`src/rtl/collatz_pkg.sv`:
```
// Shared types for the Collatz engine: FSM states and termination reasons.
package collatz_pkg;
  typedef enum logic [1:0] {S_IDLE = 2'd0, S_RUN = 2'd1, S_DONE = 2'd2} state_e;
  typedef enum logic [1:0] {R_OK = 2'd0, R_OVF = 2'd1, R_TMO = 2'd2, R_ERR = 2'd3} reason_e;
endpackage

```
`src/rtl/collatz_engine_if.sv`:
```
// Start/result bundle between a seed source (master) and the engine (slave).
interface collatz_engine_if #(parameter int W = 16, parameter int CW = 8);
  logic          start;
  logic          abort;
  logic [W-1:0]  seed;
  logic          busy;
  logic          done;
  logic [W-1:0]  value;
  logic [CW-1:0] steps;
  logic [W-1:0]  peak;
  logic          ovf;
  logic          tmo;
  logic          err;

  modport master (output start, abort, seed,
                  input  busy, done, value, steps, peak, ovf, tmo, err);
  modport slave  (input  start, abort, seed,
                  output busy, done, value, steps, peak, ovf, tmo, err);
endinterface

```
`src/rtl/collatz_step.sv`:
```
// One combinational Collatz step; 3n+1 is formed in W+2 bits so overflow is exact.
module collatz_step #(parameter int W = 16) (
  input  logic [W-1:0] n,
  output logic [W-1:0] next,
  output logic         ovf,
  output logic         is_one,
  output logic         is_zero
);
  logic [W+1:0] n_ext, tn;

  assign n_ext   = {2'b00, n};
  assign tn      = (n_ext << 1) + n_ext + (W+2)'(1);
  assign next    = n[0] ? tn[W-1:0] : {1'b0, n[W-1:1]};
  assign ovf     = n[0] & (|tn[W+1:W]);
  assign is_one  = (n == W'(1));
  assign is_zero = (n == '0);
endmodule

```
`src/rtl/collatz_engine.sv`:
```
// Run-to-completion Collatz engine: one step per clock, tracks steps/peak, flags
// overflow, timeout and zero seed.
module collatz_engine
  import collatz_pkg::*;
#(
  parameter int W  = 16,
  parameter int CW = 8
) (
  input  logic clk,
  input  logic rst_n,
  collatz_engine_if.slave bus
);
  localparam logic [1:0]    IDLE     = S_IDLE;
  localparam logic [1:0]    RUN      = S_RUN;
  localparam logic [1:0]    DONE     = S_DONE;
  localparam logic [CW-1:0] STEP_MAX = '1;

  logic [1:0]    state;
  logic [W-1:0]  value, peak, nxt;
  logic [CW-1:0] steps;
  logic          ovf, tmo, err;
  logic          s_ovf, s_one, s_zero;

  collatz_step #(.W(W)) u_step (
    .n(value), .next(nxt), .ovf(s_ovf), .is_one(s_one), .is_zero(s_zero)
  );

  always_ff @(posedge clk or negedge rst_n) begin
    if (!rst_n) begin
      state <= IDLE;
      value <= '0;
      peak  <= '0;
      steps <= '0;
      ovf   <= 1'b0;
      tmo   <= 1'b0;
      err   <= 1'b0;
    end else if (bus.abort) begin
      state <= IDLE;
    end else begin
      case (state)
        IDLE: if (bus.start) begin
          state <= RUN;
          value <= bus.seed;
          peak  <= bus.seed;
          steps <= '0;
          ovf   <= 1'b0;
          tmo   <= 1'b0;
          err   <= 1'b0;
        end
        // Termination checks are ordered; only the last branch applies a step.
        RUN: begin
          if (s_one) begin
            state <= DONE;
          end else if (s_zero) begin
            err   <= 1'b1;
            state <= DONE;
          end else if (steps == STEP_MAX) begin
            tmo   <= 1'b1;
            state <= DONE;
          end else if (s_ovf) begin
            ovf   <= 1'b1;
            state <= DONE;
          end else begin
            value <= nxt;
            steps <= steps + CW'(1);
            if (nxt > peak) peak <= nxt;
          end
        end
        DONE:    state <= IDLE;
        default: state <= IDLE;
      endcase
    end
  end

  assign bus.busy  = (state != IDLE);
  assign bus.done  = (state == DONE);
  assign bus.value = value;
  assign bus.steps = steps;
  assign bus.peak  = peak;
  assign bus.ovf   = ovf;
  assign bus.tmo   = tmo;
  assign bus.err   = err;
endmodule

```
`src/flat_wrapper.sv`:
```
// flat-port wrapper written by rule: the top's interface ports become plain ports
module collatz_engine_flat import collatz_pkg::*;
#(
  parameter int W  = 16,
  parameter int CW = 8
)
  (clk, rst_n, bus_start, bus_abort, bus_seed, bus_busy, bus_done, bus_value, bus_steps, bus_peak, bus_ovf, bus_tmo, bus_err);
  collatz_engine_if #(.W(W), .CW(CW)) bus_i ();
  input  logic clk;
  input  logic rst_n;
  input wire logic [$bits(bus_i.start)-1:0] bus_start;
  input wire logic [$bits(bus_i.abort)-1:0] bus_abort;
  input wire logic [$bits(bus_i.seed)-1:0] bus_seed;
  output wire logic [$bits(bus_i.busy)-1:0] bus_busy;
  output wire logic [$bits(bus_i.done)-1:0] bus_done;
  output wire logic [$bits(bus_i.value)-1:0] bus_value;
  output wire logic [$bits(bus_i.steps)-1:0] bus_steps;
  output wire logic [$bits(bus_i.peak)-1:0] bus_peak;
  output wire logic [$bits(bus_i.ovf)-1:0] bus_ovf;
  output wire logic [$bits(bus_i.tmo)-1:0] bus_tmo;
  output wire logic [$bits(bus_i.err)-1:0] bus_err;
  assign bus_i.start = bus_start;
  assign bus_i.abort = bus_abort;
  assign bus_i.seed = bus_seed;
  assign bus_busy = bus_i.busy;
  assign bus_done = bus_i.done;
  assign bus_value = bus_i.value;
  assign bus_steps = bus_i.steps;
  assign bus_peak = bus_i.peak;
  assign bus_ovf = bus_i.ovf;
  assign bus_tmo = bus_i.tmo;
  assign bus_err = bus_i.err;
  collatz_engine #(.W(W), .CW(CW)) u_core (.clk(clk), .rst_n(rst_n), .bus(bus_i));
endmodule
```
`config.mk`:
```
export PLATFORM = sky130hd
export DESIGN_NAME = collatz_engine_flat
export DESIGN_NICKNAME = d
export VERILOG_FILES = /design/src/rtl/collatz_pkg.sv /design/src/rtl/collatz_engine_if.sv /design/src/rtl/collatz_step.sv /design/src/rtl/collatz_engine.sv /design/src/flat_wrapper.sv
export SDC_FILE = /design/constraint.sdc
export NUM_CORES = 1
export LEC_CHECK = 0
export CAP_MARGIN = 10
export CORE_ASPECT_RATIO = 1.25
export CORE_MARGIN = 2
export CORE_UTILIZATION = 50
export DETAILED_ROUTE_END_ITERATION = 16
export GPL_TIMING_DRIVEN = 1
export PLACE_DENSITY_LB_ADDON = 0.25
export SLEW_MARGIN = 0
export SYNTH_ARGS = -nofsm -noshare
export SYNTH_HDL_FRONTEND = slang
export SYNTH_HIERARCHICAL = 1
export SYNTH_SLANG_ARGS = --single-unit
```
`constraint.sdc`:
```
create_clock -name clk -period 8.4 [get_ports clk]
set_input_delay 0.84 -clock clk [delete_from_list [all_inputs] [get_ports clk]]
set_output_delay 0.84 -clock clk [all_outputs]
set_load 0.03 [all_outputs]
```
# Word-level counts from Yosys, hierarchy flattened
# Cells that the tools add are included.
# word_totals
ff_bits,45
inputBits,20
out_inout_bits,45
elab_cells,78
# classes
n_addsub,3
magnitude_cmp,1
eq_ne,15
muxes,39
bitwise,2
n_reduce_logical,11
# ops
operator,n
$mux 16,11
$pmux 16 s2,2
$mux 8,5
$add 17x16->18,1
$add 18x1->18 const B,1
$eq 16x1->1 const B,1
$gt 16x16->1,1
$logic_not 16->1,1
$pmux 8 s2,1
$reduce_and 7->1,2
$mux 2,6
$mux 1,10
$ne 2x2->1 const B,5
$add 8x1->8 const B,1
$eq 8x8->1 const B,1
$ne 2x1->1 const B,4
$reduce_and 8->1,1
$ne 6x2->1 const B,1
$pmux 1 s2,3
$reduce_and 6->1,1
$reduce_and 5->1,1
$pmux 2 s2,1
$reduce_bool 2->1,2
$ne 3x3->1 const B,1
7 further kinds,7

# Logic depth before layout (Yosys ltp)
# Gate-level depths: netlist of run 1.
# logic_depth
depth_word,10
depth_mapped,16
mapped_depth_nobuf,14

# Cells and area by module
# The synthesis of run 1 kept the hierarchy.
# modules_own_cells
module,instances,cells_per_inst,area_each_um2,seq_area_each_um2
collatz_engine,1,219,2451.1,1126.1
collatz_step,1,169,1197.4,0.0

# Worst setup path before layout of run 1
# OpenSTA, ideal clock, no wires.
# synth_timing
path_type,register -> register
start,"register u_core.value[0], in the netlist u_core/bus.value[0]"
end,"register u_core.peak[10], in the netlist u_core/bus.peak[10]"
arrival_ns,4.567
required_time_ns,8.275
setup_slack_ns,3.708
path_stages_with_launch,17
cell_sequence,dfrtp_1 > buf_4 > clkinv_1 > ha_1 > and4_1 > a221o_1 > a311oi_1 > o21bai_1 > xor2_1 > mux2_4 > ha_1 > nand4_1 > nor2_1 > or4b_4 > o311ai_4 > buf_6 > mux2_4
# synth_via
word_cells_on_any_way,19
classes_between,2 x add/sub; 1 x order compare; 5 x eq/ne; 7 x mux; 1 x bitwise; 3 x reduce/logical
# synth_lines
element,line_no,source
from (decl),collatz_engine.sv:19,"logic [W-1:0] value, peak, nxt;"
from (signal assigned),collatz_engine.sv:43,value <= bus.seed;
from (signal assigned),collatz_engine.sv:64,value <= nxt;
$add 17x16->18,collatz_step.sv:12,assign tn = (n_ext << 1) + n_ext + (W+2)'(1);
$add 18x1->18,collatz_step.sv:12,
$mux 16 (*),collatz_step.sv:13,"assign next = n[0] ? tn[W-1:0] : {1'b0, n[W-1:1]};"
net u_core.nxt[13],collatz_engine.sv:19,
$gt 16x16->1 (*),collatz_engine.sv:66,if (nxt > peak) peak <= nxt;
$ne 2x1->1 (no line) (*),--,
$reduce_and 8->1 (no line) (*),--,
to (signal assigned),collatz_engine.sv:44,peak <= bus.seed;
to (signal assigned),collatz_engine.sv:66,
to (decl),collatz_engine.sv:19,
# Mark *: on every way through the listed nets, which the timed path passes. The rest lies on a longest branch. The select of a mux whose other input is x is not followed.
# A chain may end at the register's enable or synchronous reset.

# Final worst setup path of run 1
# layout_timing
start,"register u_core.value[0], in the netlist u_core/bus.value[0]"
end,"register u_core.peak[9], in the netlist u_core/bus.peak[9]"
# The elaborated chain is that of the path after synthesis.

==> results_dict.tcl, run 1 <==
set metrics [dict create \
    status "completed" \
    netlist_area_um2 3648 \
    crit_type "register to register" \
    clockBufferDepth 2 \
    gr-total-overflow 0 \
    viasPerCell 5.528 \
    slowest_stage "dfrtp_1" \
    route.detailed.drc 0 \
    antenna_found_initial 0 \
    worstSkewPairLatency_ns 0.31 \
    wl_um 8777 \
    die_x_um 80.41 \
    syn-instance-count 388 \
    ff2ff_setup_slack_ns 2.66 \
    drtIter0Drc 159 \
    antennaDiodeCount 0 \
    cts_buffers 5 \
    post_cts_buffers 0 \
    synth_edf_count 0 \
    timing.rr.start "u_core/bus.value[0]$_DFFE_PN0P_" \
    cp_max_fo 25 \
    drtPass1Iterations 4 \
    grt_pass1_wl_um 14480 \
    ios 65 \
    min_from "u_core/bus.ovf$_DFFE_PN0P_" \
    path_cells "clkinv_1 > ha_1 > and4_1 > a221o_1 > a311oi_1 > o21bai_1 > xor2_1 > mux2_4 > ha_1 > nand4_1 > nor2_1 > or4b_4 > o311ai_4 > buf_4 > mux2_4" \
    timing.final.max_slew_violations 0 \
    dp_hpwl_um 6729 \
    gp_congestion 0.9010 \
    reg2regPathDepth 15 \
    tightest_slew_ns 1.040 \
    setup_viol 0 \
    ys_types 53 \
    synth_fp_nets 453 \
    synth_most_common_cell "dfrtp_1" \
    ys_seq_area_frac 0.3086 \
    critPathArrivalTime_ns 5.93 \
    holdPathEnd "u_core/bus.ovf$_DFFE_PN0P_" \
    die_area_um2 8001 \
    ys_ff_latch 45 \
    synthTopCellsByArea "dfrtp_1 31%, ha_1 15%, mux2_2 8.6%, mux2i_1 4.9%, a21oi_1 4.1%" \
    yosys_most_used_dff "dfrtp_1" \
    synthTopCellsByCount "45 x dfrtp_1, 44 x ha_1, 39 x inv_1" \
    yosysWarnings 6 \
    layout.area.seq_um2 1126 \
    skew_ns 0.007069 \
    startpoint_type "register" \
    die_h_um 99.51 \
    detailedPlace.worstSlack_ns 2.744 \
    drtAntennaViolNets 0 \
    multiInputGateArea_um2 2300 \
    clock.fmax_mhz 174.3 \
    cts.reportedPaths.clkPinSlew_ns 0.09 \
    core_um2 7019 \
    final_layout_size_suffix_gt1_frac 0.1133 \
    tns_ns 0 \
    ctsResizeCount 0 \
    synth_top_area_share 0.3086 \
    crit_required_ns 8.60 \
    fin_crit_sh 0.6832 \
    period_minus_slack_ns 5.739 \
    postSynthAreaPerCell_um2 9.403 \
    cts_hold_buf 0 \
    vias 2985 \
    nFillCells 617 \
    holdCritPathClass "register to register" \
    drt-wirelength-per-cell_um 16.25 \
    clock-sinks 45 \
    fin_util 0.6373 \
    critical_path.endpoint_type "register" \
    rsz0062_at_grt "false" \
    cts_tree "built" \
    layout.nets 514 \
    grt_max_degree 46 \
    hold_depth 2 \
    cts-root-buf "clkbuf_8" \
    cap_violations 0 \
    max_stage_delay_ns 0.94 \
    fin_hold_ws_ns 0.5202 \
    grt_use_total 0.2303 \
    grt_pass1_vias 3101 \
    setup_slack_ns 2.661 \
    num_rows 34 \
    portBuffers 64 \
    max-slew-margin-rel 0.3068 \
    synthArstFlopShare 1.000 \
    hold_viol_final 0 \
    h-tree-depth 2 \
    syn_to_final_growth_pct 22.60 \
    r2r-end "u_core/bus.peak[9]$_DFFE_PN0P_" \
    start_util 0.5198 \
    synth.largest_area_cell "dfrtp_1" \
]
area by class of cell:
cell class / count / share of cell area
Inverter: 40 / 0.03357
Multi-Input combinational cell: 291 / 0.5141
Timing Repair Buffer: 66 / 0.1455
Sequential cell: 45 / 0.2517
Clock buffer: 5 / 0.01538
Clock inverter: 3 / 0.01455
Tap cell: 90 / 0.02517
per-stage QoR:
stage	area [µm²]	cells
2_1_floorplan	3649	388
3_3_place_gp	4339	532
3_5_place_dp	4339	532
4_1_cts	4473	540
5_1_grt	4473	540
6_report	4473	540
cells in the final DEF (no fill, tap or decap), types with 4 or more instances in the layout:
cell type         n
clkdlybuf4s50_1  63
dfrtp_1          45
ha_1             44
inv_1            39
nand2_1          31
a21oi_1          30
mux2_2           28
nor2_1           26
o21ai_0          18
mux2i_1          18
xor2_1            9
nand4_1           8
nand3_1           7
o21a_1            7
xnor2_1           7
mux2_4            6
clkbuf_8          5
and3_1            5
nor3_1            4
logic make-up (layout without fill, tap and decap cells):
kind of cell	count (synthesis)	after routing	synth area share
DFF	45	45	0.3086
and+or+nand+nor	96	96	0.1259
adders and majority gates	45	45	0.1564
xor gates and xnor gates	16	16	0.03841
buffers and inverters	52	114	0.06447
AOI/OAI and AO/OA	82	82	0.1458
muxes	52	52	0.1605
worst max-delay path by stage:
stage                                          from                         endpoint  cells after the start
global route        u_core/bus.value[0]$_DFFE_PN0P_   u_core/bus.peak[6]$_DFFE_PN0P_                     15
global placement    u_core/bus.value[0]$_DFFE_PN0P_  u_core/bus.peak[10]$_DFFE_PN0P_                     15
CTS                 u_core/bus.value[0]$_DFFE_PN0P_   u_core/bus.peak[9]$_DFFE_PN0P_                     15
finish              u_core/bus.value[0]$_DFFE_PN0P_   u_core/bus.peak[9]$_DFFE_PN0P_                     15
floorplan           u_core/bus.value[0]$_DFFE_PN0P_  u_core/bus.peak[10]$_DFFE_PN0P_                     16
detailed placement  u_core/bus.value[0]$_DFFE_PN0P_   u_core/bus.peak[9]$_DFFE_PN0P_                     15
critical path: cells and delay by family, from the launching register on:
kind | cells | cell delay [ns]
compound gates | 4 | 1.33
flops | 1 | 0.94
buf+inv | 2 | 0.93
simple gates | 4 | 0.92
fa+ha+maj | 2 | 0.75
mux | 2 | 0.59
xor+xnor | 1 | 0.16
metal layers:
layer / wire length (µm) / GRT usage / share of wire
met5: 0 / 0 / 0
met3: 302 / 0.03085 / 0.034
met2: 4410 / 0.4090 / 0.50
met1: 3922 / 0.2910 / 0.45
met4: 141 / 0.06128 / 0.016
flip-flops by register name (all words and copies together) (netlist names):
| register | flops |
|---|---|
| u_core/bus.ovf | 1 |
| u_core/bus.tmo | 1 |
| u_core/bus.value | 16 |
| u_core/bus.steps | 8 |
| u_core/bus.err | 1 |
| u_core/bus.peak | 16 |
| u_core/state | 2 |
Power of run 1 is not shown: default switching activity piles up to over one toggle a cycle in this logic, so the estimate is an artifact.
==> run 2, diff against run 1 <==
==> constraint.sdc (replaced) <==
create_clock -name clk -period 5.7 [get_ports clk]
set_input_delay 0.57 -clock clk [delete_from_list [all_inputs] [get_ports clk]]
set_output_delay 0.57 -clock clk [all_outputs]
set_load 0.03 [all_outputs]
==> run 2 against run 1 <==
  * Die area is the same
  * Setup slack lost 2.0 ns
  * Cell area shrank 0.56%
  * First-iteration DRC count grew 15%
  * Largest cell class unchanged
  * Clock skew is essentially flat
==> results_dict.tcl, run 2 (same netlist as run 1, synthesis figures left out) <==
set metrics [dict create \
    timing.rr.start "u_core/bus.value[0]$_DFFE_PN0P_" \
    wl_met1_um 3599 \
    drtAntennaViolNets 0 \
    fin_crit_sh 0.8784 \
    nFillCells 614 \
    skew_ns 0.007393 \
    reg.largest.list "u_core/bus.peak: 16 flops, u_core/bus.value: 16 flops, u_core/bus.steps: 8 flops" \
    wl_um 8663 \
    gp_congestion 0.9370 \
    clock.fmax_mhz 199.7 \
    die_area_um2 8001 \
    grt_pass1_wl_um 14530 \
    clock-sinks 45 \
    clockBufferDepth 2 \
    viasPerCell 5.768 \
    portBuffers 64 \
    timing.final.max_slew_violations 0 \
    wl_met2_um 4382 \
    final_layout_size_suffix_gt1_frac 0.1150 \
    drtIter0Drc 183 \
    multiInputGateArea_um2 2300 \
    tns_ns 0 \
    die_x_um 80.41 \
    syn_to_final_growth_pct 21.91 \
    highest_layer "met4" \
    tightest_slew_ns 1.035 \
    cp_max_fo 12 \
    antenna_found_initial 0 \
    drtPass1Iterations 6 \
    cts_hold_buf 0 \
    mostFrequentLayoutCell "clkdlybuf4s50_1" \
    crit_start "u_core/bus.value[0]$_DFFE_PN0P_" \
    grt_pass1_vias 3171 \
    route.detailed.drc 0 \
    layout.area.seq_um2 1126 \
    layout_common_cells "63 x clkdlybuf4s50_1, 45 x dfrtp_1, 44 x ha_1" \
    fin_util 0.6337 \
    ios 65 \
    die_h_um 99.51 \
    wl_met3_um 515 \
    cap_violations 0 \
    core_um2 7019 \
    grt_use_total 0.2282 \
    period_minus_slack_ns 5.007 \
    rsz0062_at_grt "false" \
    vias 3126 \
    grt_max_degree 46 \
    cts.reportedPaths.clkPinSlew_ns 0.08 \
    post_cts_buffers 0 \
    fin_hold_ws_ns 0.4567 \
    hold_viol_final 0 \
    drt-wirelength-per-cell_um 15.98 \
    setup_viol 0 \
    crit_type "register to register" \
    startpoint_type "register" \
    crit_required_ns 5.92 \
    h-tree-depth 2 \
    max-slew-margin-rel 0.3097 \
    cts-root-buf "clkbuf_8" \
    dp_hpwl_um 6614 \
    ctsResizeCount 0 \
    status "completed" \
    holdCritPathClass "input port to asynchronous set/reset pin" \
    worstSkewPairLatency_ns 0.30 \
    critPathArrivalTime_ns 5.23 \
    start_util 0.5198 \
    layout.nets 517 \
    antennaDiodeCount 0 \
    critical_path.endpoint_type "register" \
    cts_buffers 5 \
    cts_tree "built" \
    gr-total-overflow 0 \
    num_rows 34 \
]
==> run 2: cell types whose count changed in the layout (fill, tap and decap cells not counted) <==
cell       delta
buf_4         +3
bufinv_16     -2
clkbuf_1      +1
clkbuf_8      +1
clkinv_2      -1
==> run 2: worst paths after layout <==
| check | depth (start not counted) | slack (ns) | to |
|---|---|---|---|
| min reg2reg | 2 | 0.51 | u_core/bus.tmo$_DFFE_PN0P_ |
| max in group asynchronous | 1 | 4.61 | u_core/bus.peak[14]$_DFFE_PN0P_ |
| max | 15 | 0.69 | u_core/bus.peak[11]$_DFFE_PN0P_ |
| min in group clk | 2 | 0.51 | u_core/bus.tmo$_DFFE_PN0P_ |
| max reg2reg | 15 | 0.69 | u_core/bus.peak[11]$_DFFE_PN0P_ |
| min | 1 | 0.46 | u_core/bus.peak[2]$_DFFE_PN0P_ |
==> run 2: worst max-delay path, stage by stage (launching register included) <==
cell and delay [ns]:
dfrtp_1 0.36, clkinv_1 0.29, ha_1 0.39, and4_1 0.17, a221o_1 0.35, a311oi_1 0.37
o21bai_1 0.15, xor2_1 0.16, mux2_4 0.27, ha_1 0.29, nand4_1 0.19, nor2_1 0.07
or4b_4 0.53, o311ai_4 0.83, buf_4 0.30, mux2i_1 0.20
==> run 2: per-layer routing <==
| metal | vias to the layer above | track usage |
|---|---|---|
| met5 | - | 0 |
| met2 | 125 | 0.4064 |
| met3 | 24 | 0.02450 |
| met1 | 1477 | 0.2852 |
| li1 | 1500 | - |
| met4 | 0 | 0.07432 |
==> run 2: area by class of cell <==
| class | count | area share |
|---|---|---|
| clock buffers | 7 | 0.01941 |
| inverters | 40 | 0.03376 |
| multi-input cells | 291 | 0.5170 |
| flip-flops and latches | 45 | 0.2532 |
| well taps | 90 | 0.02532 |
| repair buffers | 69 | 0.1513 |
==> run 2: through the flow <==
step,instance area [µm²],setup slack (ns),instances
after floorplan,3649,1.008,388
after global placement,4362,0.9562,535
after detailed placement,4362,0.8011,535
after CTS,4448,0.7631,542
after global routing,4448,0.5061,542
final,4448,0.6930,542
Power of run 2 is left out for the same reason.
